===== src/rtl/sensor_frame_feeder.sv =====
// ---------------------------------------------------------------------------
// sensor_frame_feeder
//   Serial front-end for the fuzzy risk estimator. It hunts a bit stream for a
//   sync byte, then collects a positional rain byte, a soil byte and an XOR
//   checksum byte. Frames that pass the checksum are clamped to 0..MAX_VAL and
//   presented on raw/sow. The ef output stays high for TIMEOUT_CYC clocks after
//   the last good frame. Checksum failures are counted in err_cnt, which
//   saturates at 255.
//
//   Optional feature macro: SENSOR_AVG_EN
//     defined   : raw/sow are the 4-frame moving average of clamped values.
//     undefined : raw/sow are the clamped values of the latest good frame.
//
//   Reset: rst_n is synchronous and active-low.
// ---------------------------------------------------------------------------
module sensor_frame_feeder #(
  parameter logic [7:0] SYNC_BYTE   = 8'hA5,
  parameter int         MAX_VAL     = 100,
  parameter int         TIMEOUT_CYC = 1000000
) (
  input  logic       clk,
  input  logic       rst_n,
  input  logic       bit_valid,
  input  logic       bit_in,
  output logic [7:0] raw,
  output logic [7:0] sow,
  output logic       ef,
  output logic       frame_stb,
  output logic [7:0] err_cnt
);

  localparam int             CW          = $clog2(TIMEOUT_CYC + 1);
  localparam logic [CW-1:0]  TIMEOUT_LIM = CW'(TIMEOUT_CYC);
  localparam logic [7:0]     MAX_B       = 8'(MAX_VAL);

  typedef enum logic [1:0] {
    ST_HUNT = 2'd0,
    ST_RAIN = 2'd1,
    ST_SOIL = 2'd2,
    ST_CHK  = 2'd3
  } state_t;

  // Limit a received byte to the legal sensor range.
  function automatic logic [7:0] clamp_val(input logic [7:0] v);
    if (v > MAX_B) begin
      return MAX_B;
    end else begin
      return v;
    end
  endfunction

  // Frame checksum: XOR of the unclamped rain and soil bytes.
  function automatic logic [7:0] frame_chk(input logic [7:0] a, input logic [7:0] b);
    return a ^ b;
  endfunction

  // Mean of four samples using a 10-bit sum; the remainder is truncated.
  function automatic logic [7:0] avg4(input logic [7:0] a, input logic [7:0] b,
                                      input logic [7:0] c, input logic [7:0] d);
    logic [9:0] sum;
    sum = {2'b00, a} + {2'b00, b} + {2'b00, c} + {2'b00, d};
    return sum[9:2];
  endfunction

  state_t          state_r, state_nxt_s;
  logic [7:0]      shift_r, shift_nxt_s, shifted_s;
  logic [2:0]      bit_cnt_r, bit_cnt_nxt_s;
  logic [7:0]      rain_r, rain_nxt_s;
  logic [7:0]      soil_r, soil_nxt_s;
  logic            good_s, bad_s;
  logic [7:0]      rain_cl_s, soil_cl_s;
  logic [7:0]      raw_r, sow_r, err_cnt_r;
  logic            ef_r, frame_stb_r;
  logic [CW-1:0]   tmo_cnt_r, tmo_inc_s;

  assign shifted_s = {shift_r[6:0], bit_in};
  assign rain_cl_s = clamp_val(rain_r);
  assign soil_cl_s = clamp_val(soil_r);
  assign tmo_inc_s = tmo_cnt_r + {{(CW-1){1'b0}}, 1'b1};

  // Frame state register.
  always_ff @(posedge clk) begin
    if (!rst_n) begin
      state_r <= ST_HUNT;
    end else begin
      state_r <= state_nxt_s;
    end
  end

  // Next-state logic: sliding sync search, then three positional 8-bit fields.
  // The window is cleared whenever a field completes so a finished checksum
  // byte can never be taken as the next sync byte.
  always_comb begin
    state_nxt_s   = state_r;
    shift_nxt_s   = shift_r;
    bit_cnt_nxt_s = bit_cnt_r;
    rain_nxt_s    = rain_r;
    soil_nxt_s    = soil_r;
    good_s        = 1'b0;
    bad_s         = 1'b0;
    if (bit_valid) begin
      case (state_r)
        ST_HUNT: begin
          if (shifted_s == SYNC_BYTE) begin
            state_nxt_s   = ST_RAIN;
            shift_nxt_s   = 8'h00;
            bit_cnt_nxt_s = 3'd0;
          end else begin
            shift_nxt_s   = shifted_s;
          end
        end
        ST_RAIN: begin
          if (bit_cnt_r == 3'd7) begin
            rain_nxt_s    = shifted_s;
            state_nxt_s   = ST_SOIL;
            shift_nxt_s   = 8'h00;
            bit_cnt_nxt_s = 3'd0;
          end else begin
            shift_nxt_s   = shifted_s;
            bit_cnt_nxt_s = bit_cnt_r + 3'd1;
          end
        end
        ST_SOIL: begin
          if (bit_cnt_r == 3'd7) begin
            soil_nxt_s    = shifted_s;
            state_nxt_s   = ST_CHK;
            shift_nxt_s   = 8'h00;
            bit_cnt_nxt_s = 3'd0;
          end else begin
            shift_nxt_s   = shifted_s;
            bit_cnt_nxt_s = bit_cnt_r + 3'd1;
          end
        end
        ST_CHK: begin
          if (bit_cnt_r == 3'd7) begin
            if (shifted_s == frame_chk(rain_r, soil_r)) begin
              good_s = 1'b1;
            end else begin
              bad_s  = 1'b1;
            end
            state_nxt_s   = ST_HUNT;
            shift_nxt_s   = 8'h00;
            bit_cnt_nxt_s = 3'd0;
          end else begin
            shift_nxt_s   = shifted_s;
            bit_cnt_nxt_s = bit_cnt_r + 3'd1;
          end
        end
        default: begin
          state_nxt_s   = ST_HUNT;
          shift_nxt_s   = 8'h00;
          bit_cnt_nxt_s = 3'd0;
        end
      endcase
    end else begin
      state_nxt_s = state_r;
    end
  end

  // Deserializer registers: shift window, bit counter and captured fields.
  always_ff @(posedge clk) begin
    if (!rst_n) begin
      shift_r   <= 8'h00;
      bit_cnt_r <= 3'd0;
      rain_r    <= 8'h00;
      soil_r    <= 8'h00;
    end else begin
      shift_r   <= shift_nxt_s;
      bit_cnt_r <= bit_cnt_nxt_s;
      rain_r    <= rain_nxt_s;
      soil_r    <= soil_nxt_s;
    end
  end

  // Freshness: a good frame re-arms ef; otherwise count down its lifetime and
  // hold the counter once ef has dropped. A good frame beats expiry.
  always_ff @(posedge clk) begin
    if (!rst_n) begin
      ef_r        <= 1'b0;
      tmo_cnt_r   <= {CW{1'b0}};
      frame_stb_r <= 1'b0;
    end else if (good_s) begin
      ef_r        <= 1'b1;
      tmo_cnt_r   <= {CW{1'b0}};
      frame_stb_r <= 1'b1;
    end else begin
      frame_stb_r <= 1'b0;
      if (ef_r) begin
        tmo_cnt_r <= tmo_inc_s;
        if (tmo_inc_s == TIMEOUT_LIM) begin
          ef_r <= 1'b0;
        end
      end
    end
  end

  // Checksum failure counter, saturating at 255.
  always_ff @(posedge clk) begin
    if (!rst_n) begin
      err_cnt_r <= 8'h00;
    end else if (bad_s && (err_cnt_r != 8'hFF)) begin
      err_cnt_r <= err_cnt_r + 8'h01;
    end
  end

`ifdef SENSOR_AVG_EN
  // Three previous clamped samples per channel; together with the sample being
  // accepted they form the 4-deep averaging history (index 0 is most recent).
  logic [7:0] rain_h_r [3];
  logic [7:0] soil_h_r [3];

  // Averaged outputs: shift history and publish the mean on each good frame.
  always_ff @(posedge clk) begin
    if (!rst_n) begin
      raw_r <= 8'h00;
      sow_r <= 8'h00;
      for (int i = 0; i < 3; i++) begin
        rain_h_r[i] <= 8'h00;
        soil_h_r[i] <= 8'h00;
      end
    end else if (good_s) begin
      raw_r       <= avg4(rain_cl_s, rain_h_r[0], rain_h_r[1], rain_h_r[2]);
      sow_r       <= avg4(soil_cl_s, soil_h_r[0], soil_h_r[1], soil_h_r[2]);
      rain_h_r[0] <= rain_cl_s;
      rain_h_r[1] <= rain_h_r[0];
      rain_h_r[2] <= rain_h_r[1];
      soil_h_r[0] <= soil_cl_s;
      soil_h_r[1] <= soil_h_r[0];
      soil_h_r[2] <= soil_h_r[1];
    end
  end
`else
  // Direct outputs: publish the clamped values of each good frame.
  always_ff @(posedge clk) begin
    if (!rst_n) begin
      raw_r <= 8'h00;
      sow_r <= 8'h00;
    end else if (good_s) begin
      raw_r <= rain_cl_s;
      sow_r <= soil_cl_s;
    end
  end
`endif

  assign raw       = raw_r;
  assign sow       = sow_r;
  assign ef        = ef_r;
  assign frame_stb = frame_stb_r;
  assign err_cnt   = err_cnt_r;

endmodule


===== config.mk =====
export PLATFORM = sky130hd
export DESIGN_NAME = sensor_frame_feeder
export DESIGN_NICKNAME = d
export VERILOG_FILES = /design/src/rtl/sensor_frame_feeder.sv
export SDC_FILE = /design/constraint.sdc
export NUM_CORES = 1
export LEC_CHECK = 0
export BUFFER_PORTS_ARGS = -buffer_cell sky130_fd_sc_hd__buf_2
export CAP_MARGIN = 5
export CORE_AREA = 2 2 84 86
export CTS_BUF_LIST = sky130_fd_sc_hd__clkbuf_2
export DETAILED_ROUTE_END_ITERATION = 7
export DIE_AREA = 0 0 86 88
export GPL_TIMING_DRIVEN = 0
export PLACE_DENSITY = 0.73
export REMOVE_ABC_BUFFERS = 1
export SYNTH_ARGS = -nofsm -noshare
export SYNTH_HDL_FRONTEND = slang
export SYNTH_SLANG_ARGS = --single-unit
export TNS_END_PERCENT = 30

===== constraint.sdc =====
create_clock -name clk -period 2.1 [get_ports clk]
set_input_delay 0.42 -clock clk [delete_from_list [all_inputs] [get_ports clk]]
set_output_delay 0.42 -clock clk [all_outputs]
set_load 0.02 [all_outputs]

# Yosys cells after proc, flatten, opt, wreduce, memory -nomap -nowiden

Index checks and enable logic that the tools add are counted.

Register bits: 74
Bits of input ports: 4
Output and inout port bits: 26

Add/subtract/negate cells: 3
Magnitude comparators: 2
Eq/ne operators: 12
Muxes and demuxes: 25
Bitwise operators: 2
Reductions and logical operators: 8

Operators by type and width:

| kind                                                          | number |
|---|---|
| adder 20 x 1 -> 20 bit, second input constant                 | 1 |
| == test 20 bit, second input constant                         | 1 |
| greater-than comparator 8 x 7 -> 1 bit, second input constant | 2 |
| two-way mux 8 bit                                             | 2 |
| two-way mux 7 bit                                             | 2 |
| case mux 7 bit (2 select lines)                               | 1 |
| two-way mux 1 bit                                             | 12 |
| adder 8 x 1 -> 8 bit, second input constant                   | 1 |
| == test 8 bit                                                 | 1 |
| == test 8 bit, second input constant                          | 1 |
| two-way mux 2 bit                                             | 4 |
| != test 2 bit, second input constant                          | 4 |
| != test 8 bit, second input constant                          | 1 |
| case mux 2 bit (4 select lines)                               | 1 |
| XOR 8 bit                                                     | 1 |
| two-way mux 3 bit                                             | 2 |
| case mux 3 bit (2 select lines)                               | 1 |
| AND reduction 3 bit                                           | 2 |
| AND reduction 5 bit                                           | 1 |
| == test 2 bit, second input constant                          | 2 |
| adder 3 x 1 -> 3 bit, second input constant                   | 1 |
| == test 3 bit, second input constant                          | 1 |
| OR reduction 3 bit                                            | 1 |
| == test 2 x 1 -> 1 bit, second input constant                 | 1 |
| 5 further kinds                                               | 5 |

# Logic depth before layout (Yosys ltp)

Gate-level depths: netlist of the first run.

Depth after elaboration: 7
Gate-level depth with buffers: 9
Depth with buffers taken out: 8

# Worst setup path after synthesis of the first run

No wires, ideal clock.

Path type: reg2reg
Start point: register bit_cnt_r[0]
End point: register err_cnt_r[4], in the netlist err_cnt[4]
Data arrival time: 1.773 ns
Path slack: 0.212 ns
Stages on the path, launching flop included: 10
Path buffers: 1
Path through: dfxtp_1 ha_1 ha_1 and3_1 o21ai_0 o21ba_1 buf_6 nand4_1 xnor2_1 and2_1

Cells in the longest elaborated chain, start to end: 5

RTL lines:

| item                   | RTL line | text |
|---|---|---|
| from (decl)            | 67       | `logic [2:0] bit_cnt_r, bit_cnt_nxt_s;` |
| from (signal assigned) | 169      | `bit_cnt_r <= bit_cnt_nxt_s;` |
| == test 3 bit          | 135      | `if (bit_cnt_r == 3'd7) begin` |
| two-way mux 1 bit      | 135      |  |
| two-way mux 1 bit      | 102      | `case (state_r)` |
| two-way mux 1 bit      | 101      | `if (bit_valid) begin` |
| logical AND 1 bit      | 201      | `end else if (bad_s && (err_cnt_r != 8'hFF)) begin` |
| to (signal assigned)   | 202      | `err_cnt_r <= err_cnt_r + 8'h01;` |
| to (decl)              | 72       | `logic [7:0] raw_r, sow_r, err_cnt_r;` |

Every way passes these cells.
A chain may end at the register's enable or synchronous reset.

# Worst setup path after layout of the first run

Start point: register soil_r[7]
End point: register sow_r[3], in the netlist sow[3]

Cells in the longest elaborated chain, start to end: 6
Elaborated cells on any way between the ends: 8
Those cells by class: order compare: 1; eq/ne: 1; mux: 5; bitwise: 1

RTL lines:

| item                   | RTL line | text |
|---|---|---|
| from (decl)            | 69       | `logic [7:0] soil_r, soil_nxt_s;` |
| from (signal assigned) | 171      | `soil_r <= soil_nxt_s;` |
| XOR 8 bit              | 54       | `return a ^ b;` |
| == test 8 bit          | 136      | `if (shifted_s == frame_chk(rain_r, soil_r)) begin` |
| two-way mux 1 bit      | 136      |  |
| two-way mux 1 bit      | 135      |  |
| two-way mux 1 bit      | 102      |  |
| two-way mux 1 bit      | 101      |  |
| to (signal assigned)   | 240      | `sow_r <= soil_cl_s;` |
| to (decl)              | 72       |  |

Several ways; a longest one is shown, not always the timed one.

==> impl_results.md, run 1 <==
- Static Leak: between 0.0015 and 0.002 uW
- Reg2reg setup slack: roughly 0.090 ns
- DP Wirelength: 4510 um
- Synth warn: 0
- Filler cell count in the final layout: around 600
- Ant diodes: 0
- Seq cells post-synth: 74
- Worst skew pair latency: 0.52 ns
- Die Wd: roughly 86 um
- Final GP Congestion: ~0.86
- Number of instances in the placed design: around 460
- Clk sink count: 74
- Most frequent cells in the layout: dfxtp_1, nor2_1, buf_2
- TritonCTS clock tree: done
- Final WL: about 6500 um
- Most common cell after layout, fill and taps aside: dfxtp_1
- Layout overhead on the synthesized area: 8.85%
- Fraction of registers with async set/reset: 0%
- Worst Hold Class: primary input to register
- GRT Residual Overflow: 0
- Antenna-violating nets left: 0
- Combinational power share: around 2.7%
- Clock Skew: between 0.015 and 0.02 ns
- Worst-path maximum fanout: 10
- Overall Global Routing Usage: 18.5%
- DRT iter0 DRCs: a little under 80
- Status: complete, no violations
- Seq/Total Area, Yosys: 41.8%
- Fin util: 58.1%
- Global-route wire length before repair: roughly 11000 um
- Root buf cell: clkbuf_2
- Register area: approximately 1500 um2
- Max frequency: 498 MHz
- Top cells by area in the synthesized netlist: dfxtp_1, mux2i_1, nor2b_1
- Routed WL per cell: approximately 14 um
- Final Cell Area: 3860 um2
- CTS Buf Count: 9
- Crit Path Category: register to register
- Clock Path Buffers: 2
- Die area: approximately 7600 um2
- Setup crit end kind: register
- Peak supply drop: around 0.24 mV
- Clock-pin slew on the worst setup and hold paths: 0.20 ns
- Largest net degree at the start of global routing: 41
- Post-cts resize count: 2
- R2R Path Start: soil_r[7]$_SDFFE_PN0P_
- # setup viols final: 0
- Flop pwr share: about 66%
- RSZ-0062 raised after global routing: yes
- Max Cap Violations: 0
- Vias in the first global route: roughly 2400
- Worst slew margin: roughly three fifths
- Mapped Area: 3550 um2
- Initial antenna violation count: 0
- Synthesized instance count: about 370
- Fin nets: 405
- Layout Cells excl Fill: roughly 480
- Clock network fraction of total power: 31.8%
- Max-slew violations: 0
- Share of cells above drive strength 1: between 10% and 20%
- RR Endpoint: sow[3]$_SDFFE_PN0P_
- Int Pwr: approximately 1600 uW
- PD cells: between 500 and 600 nW/um2
- First-pass DRT Iterations: 4
- Setup crit start: soil_r[7]$_SDFFE_PN0P_
- I/O pin count: 30
- EDFF count, synth: 0
- Core Rows: 30
- Post-synth top area cell: dfxtp_1
- Net Sw Power: ~560 uW
- Vias: 2607
- Core area: approximately 6600 um2
- Type of element launching the critical path: register
- Sw Ratio: a little over a quarter
- R2R depth: 6
- Yosys top cell area share: about two fifths
- Cell area after placement: around 3700 um2
- Final worst-path cycle share: 95.7%
- Synth Flop Type: dfxtp_1
- Worst setup endpoint: sow[3]$_SDFFE_PN0P_
- Final worst path period need: 2.01 ns
- Port Buf Inserts: 29
- Distinct cells, synth: between 40 and 50
- Die Height: slightly below 90 um
- CP Data Arrival Time: approximately 2.5 ns
- Setup bufs post-CTS: 0
- Hold Buf Count CTS: 0
- Slew at the pin closest to its max-slew limit: 0.607 ns
- Worst Path Required: between 2 and 3 ns
- Total power: approximately 2200 uW
- Multi-input logic area: roughly 2000 um2
- Initial Util: about 53%
- Hold WS: roughly 0.24 ns
- Synth Area per Inst: slightly below 10 um2
- H-tree level count: 3
- Fin. Hold Viols: 0
- Vias per cell: 5.47
- DRC errors left: 0
[kinds of logic after synthesis]
family,share of synthesized area [%]
muxes,5.68
DFF,41.8
and+or+nand+nor,25.5
adders and majority gates,3.17
xor gates and xnor gates,12.1
buffers and inverters,2.40
AOI/OAI and AO/OA,9.38
[Yosys cell counts, drive strengths merged, types with 9 or more instances]
| library cell | n |
|---|---|
| dfxtp | 74 |
| mux2i | 19 |
| xnor2 | 12 |
| nand3 | 20 |
| o21ai | 14 |
| nor2 | 37 |
| nand2 | 28 |
| ha | 9 |
| clkbuf | 10 |
| xor2 | 16 |
| nand4 | 12 |
| nor2b | 25 |
[sequential cells by signal, indices dropped and copies added, names as in the netlist]
name,flops
raw,8
bit_cnt_r,3
state_r,2
soil_r,8
rain_r,8
sow,8
tmo_cnt_r,20
err_cnt,8
shift_r,7
ef,1
frame_stb,1
[how the worst min path moves through the flow]
| stage | slack [ns] | end | depth (start not counted) | start |
|---|---|---|---|---|
| 6_report | 0.24 | rain_r[0]$_SDFFE_PN0P_ | 3 | bit_in |
| 5_1_grt | 0.20 | soil_r[0]$_SDFFE_PN0P_ | 3 | bit_in |
| 4_1_cts | 0.21 | rain_r[0]$_SDFFE_PN0P_ | 3 | bit_in |
| 3_5_place_dp | 0.44 | sow[6]$_SDFFE_PN0P_ | 2 | sow[6]$_SDFFE_PN0P_ |
| 3_3_place_gp | 0.43 | sow[6]$_SDFFE_PN0P_ | 2 | sow[6]$_SDFFE_PN0P_ |
| 2_1_floorplan | 0.43 | bit_cnt_r[1]$_SDFFE_PN0P_ | 2 | bit_cnt_r[1]$_SDFFE_PN0P_ |
[critical path, stage by stage (launching register included)]
cell	delay [ns]
dfxtp_1	0.41
xnor3_2	0.43
nand4_4	0.14
nor2_4	0.20
nand3_4	0.17
a311oi_2	0.43
a22o_1	0.19
[per-layer routing]
metal	wire (um)	vias up	global-route usage, %
li1	-	1338	-
met1	3260	1219	24.9
met2	2930	39	29.0
met3	202	11	3.39
met4	119	0	8.66
met5	0	-	0
[final cells by class]
class	count	area share, %
clock buffers	10	1.30
inverters	4	0.389
flip-flops and latches	74	38.4
well taps	80	2.59
repair buffers	29	3.76
multi-input cells	274	52.4
clock inverters	6	1.10
[power groups by stage]
| stage | clock network (uW) | logic, uW | registers [uW] |
|---|---|---|---|
| floorplan | 0 | 34.2 | 1440 |
| global placement | 0 | 57.1 | 1440 |
| detailed placement | 0 | 57.4 | 1440 |
| CTS | 712 | 57.5 | 1410 |
| global route | 781 | 64.7 | 1420 |
| finish | 687 | 59.1 | 1410 |
[metrics by stage]
| stage | TNS, ns | worst slack (ns) |
|---|---|---|
| 6_report | 0 | 0.0903 |
| 2_1_floorplan | 0 | 0.171 |
| 3_3_place_gp | -0.0841 | -0.0322 |
| 3_5_place_dp | -0.232 | -0.0650 |
| 5_1_grt | -0.0355 | -0.0206 |
| 4_1_cts | 0 | 0.0501 |
(Power assumes the default switching activity.)
==> run 2: changes to the inputs <==
--- a/config.mk
+++ b/config.mk
@@ -5,14 +5,15 @@
 export SDC_FILE = /design/constraint.sdc
 export NUM_CORES = 1
 export LEC_CHECK = 0
-export BUFFER_PORTS_ARGS = -buffer_cell sky130_fd_sc_hd__buf_2
+export ABC_AREA = 1
 export CAP_MARGIN = 5
-export CORE_AREA = 2 2 84 86
+export CORE_AREA = 2 2 86 88
 export CTS_BUF_LIST = sky130_fd_sc_hd__clkbuf_2
 export DETAILED_ROUTE_END_ITERATION = 7
-export DIE_AREA = 0 0 86 88
+export DIE_AREA = 0 0 88 90
+export DONT_BUFFER_PORTS = 1
 export GPL_TIMING_DRIVEN = 0
-export PLACE_DENSITY = 0.73
+export PLACE_DENSITY = 0.69
 export REMOVE_ABC_BUFFERS = 1
 export SYNTH_ARGS = -nofsm -noshare
 export SYNTH_HDL_FRONTEND = slang
==> run 2 against run 1 <==
  * Global-route usage increased by 3.2 points
  * Critical path type unchanged
  * Non-clock buffer count decreased by 26
  * Final cell count increased by 38%
  * Largest power group unchanged
  * Sequential share of layout area decreased by 0.62 points
  * Worst setup slack improved by 0.11 ns
  * Maximum frequency increased by 5.6%
  * Critical path depth increased by 2
  * Synthesized cell count increased by 51%
  * Cell area increased by 1.6%
  * Clock-buffer cell count decreased by 1
  * Via count increased by 28%
==> impl_results.md, run 2 <==
- Antenna-violating nets left: 0 (unchanged)
- Status: complete, no violations (unchanged)
- Crit Path Category: register to register (unchanged)
- Post-synth top area cell: dfxtp_1 (unchanged)
- DRT iter0 DRCs: 169 (was 79)
- Number of instances in the placed design: 638 (was 461)
- Clock-pin slew on the worst setup and hold paths: 0.20 ns (about the same)
- Max-slew violations: 0 (unchanged)
- Overall Global Routing Usage: 21.7% (was 18.5%)
- Routed WL per cell: 12.0 um (was 13.6 um)
- Final worst path period need: 1.90 ns (was 2.01 ns)
- Layout overhead on the synthesized area: 5.17% (was 8.85%)
- Vias per cell: 5.08 (was 5.47)
- Most common cell after layout, fill and taps aside: nand2_1 (was dfxtp_1)
- Synth Area per Inst: 6.72 um2 (was 9.67 um2)
- Mapped Area: 3730 um2 (was 3550 um2)
- Most frequent cells in the layout: nand2_1, dfxtp_1, nor2_1 (was dfxtp_1, nor2_1, buf_2)
- Clock Skew: 0.0315 ns (was 0.0199 ns)
- Layout Cells excl Fill: 657 (was 477)
- Final WL: 7890 um (was 6510 um)
- H-tree level count: 3 (unchanged)
- Metal2 WL: 3520 um (was 2930 um)
- RSZ-0062 raised after global routing: no (was yes)
- Core area: 7020 um2 (was 6640 um2)
- Synth warn: 0 (unchanged)
- Reg with most FFs: tmo_cnt_r (unchanged)
- Setup crit end kind: register (unchanged)
- Max Cap Violations: 0 (unchanged)
- Max FFs per register: 20 (unchanged)
- Final GP Congestion: 0.853 (was 0.858)
- CP Data Arrival Time: 2.31 ns (was 2.48 ns)
- Top layer in use: met4 (unchanged)
- Largest net degree at the start of global routing: 27 (was 41)
- DRC errors left: 0 (unchanged)
- CP delay by family, top: simple AND/OR/NAND/NOR gates (was compound AO/OA/AOI/OAI gates)
- Worst skew pair latency: 0.53 ns (was 0.52 ns)
- Distinct cells, synth: 31 (was 49)
- Vias in the first global route: 3117 (was 2367)
- Ant diodes: 0 (unchanged)
- Peak supply drop: 0.269 mV (was 0.235 mV)
- CP Buf/Inv Count: 1 (was 0)
- Multi-input logic area: 1970 um2 (was 2020 um2)
- Worst Hold Class: primary input to register (unchanged)
- Die area: 7920 um2 (was 7570 um2)
- Post-synth top cells: nand2_1, dfxtp_1, nor2_1 (was dfxtp_1, nor2_1, nand2_1)
- Vias: 3338 (was 2607)
- Worst-path maximum fanout: 9 (was 10)
- Final worst slack: 0.197 ns (was 0.0903 ns)
- Clock Path Buffers: 2 (unchanged)
- Root buf cell: clkbuf_2 (unchanged)
- EDFF count, synth: 0 (unchanged)
- CP max stage delay: 0.40 ns (was 0.43 ns)
- Met1 wire length: 3880 um (was 3260 um)
- TritonCTS clock tree: done (unchanged)
- GRT Residual Overflow: 0 (unchanged)
- Max frequency: 526 MHz (was 498 MHz)
- I/O pin count: 30 (unchanged)
- Yosys top cell area share: 39.7% (was 41.8%)
- Static Leak: 0.00160 uW (was 0.00161 uW)
- Worst Path Required: 2.50 ns (was 2.57 ns)
- Die Wd: 88 um (was 86 um)
- Met3 Routed Length: 399 um (was 202 um)
- Global-route wire length before repair: 14000 um (was 11000 um)
- Die Height: 90 um (was 88 um)
- Type of element launching the critical path: register (unchanged)
- Initial Util: 53.1% (was 53.4%)
- Core Rows: 31 (was 30)
- Worst slew margin: 51.0% (was 59.5%)
- Clk sink count: 74 (unchanged)
- Count leader, synth: nand2_1 (was dfxtp_1)
- First-pass DRT Iterations: 4 (unchanged)
- Fin. Hold Viols: 0 (unchanged)
- Filler cell count in the final layout: 745 (was 606)
- Share of cells above drive strength 1: 6.09% (was 17.4%)
- Final worst-path cycle share: 90.6% (was 95.7%)
- Register area: 1480 um2 (about the same)
- Top cells by area in the synthesized netlist: dfxtp_1, nand2_1, a21oi_1 (was dfxtp_1, mux2i_1, nor2b_1)
- Slew at the pin closest to its max-slew limit: 0.732 ns (was 0.607 ns)
- CP Cell Sequence: ha_1 -> ha_2 -> inv_1 -> nor3_4 -> o31a_1 -> nand2_2 -> nand2_1 -> a21oi_1 (was xnor3_2 -> nand4_4 -> nor2_4 -> nand3_4 -> a311oi_2 -> a22o_1)
- Port Buf Inserts: 0 (was 29)
- Synthesized instance count: 555 (was 367)
- Initial antenna violation count: 0 (unchanged)
- Seq cells post-synth: 74 (unchanged)
- DP Wirelength: 5580 um (was 4510 um)
- Hold WS: 0.0533 ns (was 0.244 ns)
- # setup viols final: 0 (unchanged)
- Synth Flop Type: dfxtp_1 (unchanged)
- Fin nets: 566 (was 405)
- CP max stage cell: dfxtp_1 (was xnor3_2)
- Dpl ws: -0.140 ns (was -0.0650 ns)
- CTS Buf Count: 9 (unchanged)
- Setup bufs post-CTS: 0 (unchanged)
- Seq/Total Area, Yosys: 39.7% (was 41.8%)
- PD cells: 582 nW/um2 (was 559 nW/um2)
- Fraction of registers with async set/reset: 0% (unchanged)
==> run 2: timing repair <==
action | 4_1_cts | 5_1_grt
endpoints found under the hold margin | 25 | 0
hold buffers | 3 | 0
setup endpoints to repair | 22 | 30
gates resized for setup | 2 | 3
==> run 2: final cells by class <==
type | instances | share of cell area, %
Clock buffer | 9 | 1.15
Clock inverter | 7 | 1.34
Timing Repair Buffer | 3 | 0.766
Sequential cell | 74 | 37.8
Multi-Input combinational cell | 406 | 50.1
Tap cell | 99 | 3.16
Inverter | 59 | 5.65
==> run 2: metal layers <==
metal  up-vias  GRT usage [%]
met1      1500           30.0
met5         -              0
met2        62           33.3
met3         8           5.42
li1       1768              -
met4         0           6.41
==> run 2: worst paths after layout <==
kind	end	start	depth (start not counted)	slack, ns
setup / recovery	err_cnt[6]$_SDFFE_PN0P_	bit_cnt_r[0]$_SDFFE_PN0P_	8	0.20
hold / removal	shift_r[0]$_SDFFE_PN0P_	bit_in	2	0.05
setup reg to reg	err_cnt[6]$_SDFFE_PN0P_	bit_cnt_r[0]$_SDFFE_PN0P_	8	0.20
hold reg to reg	bit_cnt_r[1]$_SDFFE_PN0P_	bit_cnt_r[1]$_SDFFE_PN0P_	2	0.49
==> run 2: cells by family after synthesis <==
logic type	synth area share [%]
flops	39.7
xor+xnor	4.93
buf+inv	8.05
simple gates	32.3
compound gates	12.0
fa+ha+maj	3.02
==> run 2: per-stage QoR <==
step	utilization (%)	instance area (um2)	setup TNS [ns]	power, uW
final	55.9	3920	0	2280
after global routing	55.9	3920	0	2410
after CTS	55.7	3910	0	2310
after detailed placement	53.8	3770	-1.78	1590
after global placement	53.8	3770	-1.49	1580
after floorplan	-	3650	0	1560
==> run 2: power by group <==
| part | total (uW) | leakage (uW) | switching [uW] | internal [uW] |
|---|---|---|---|---|
| sequential | 1440 | 0.000598 | 20.5 | 1420 |
| clock | 711 | 0.0000626 | 546 | 165 |
| combinational | 130 | 0.000936 | 83.5 | 46.3 |
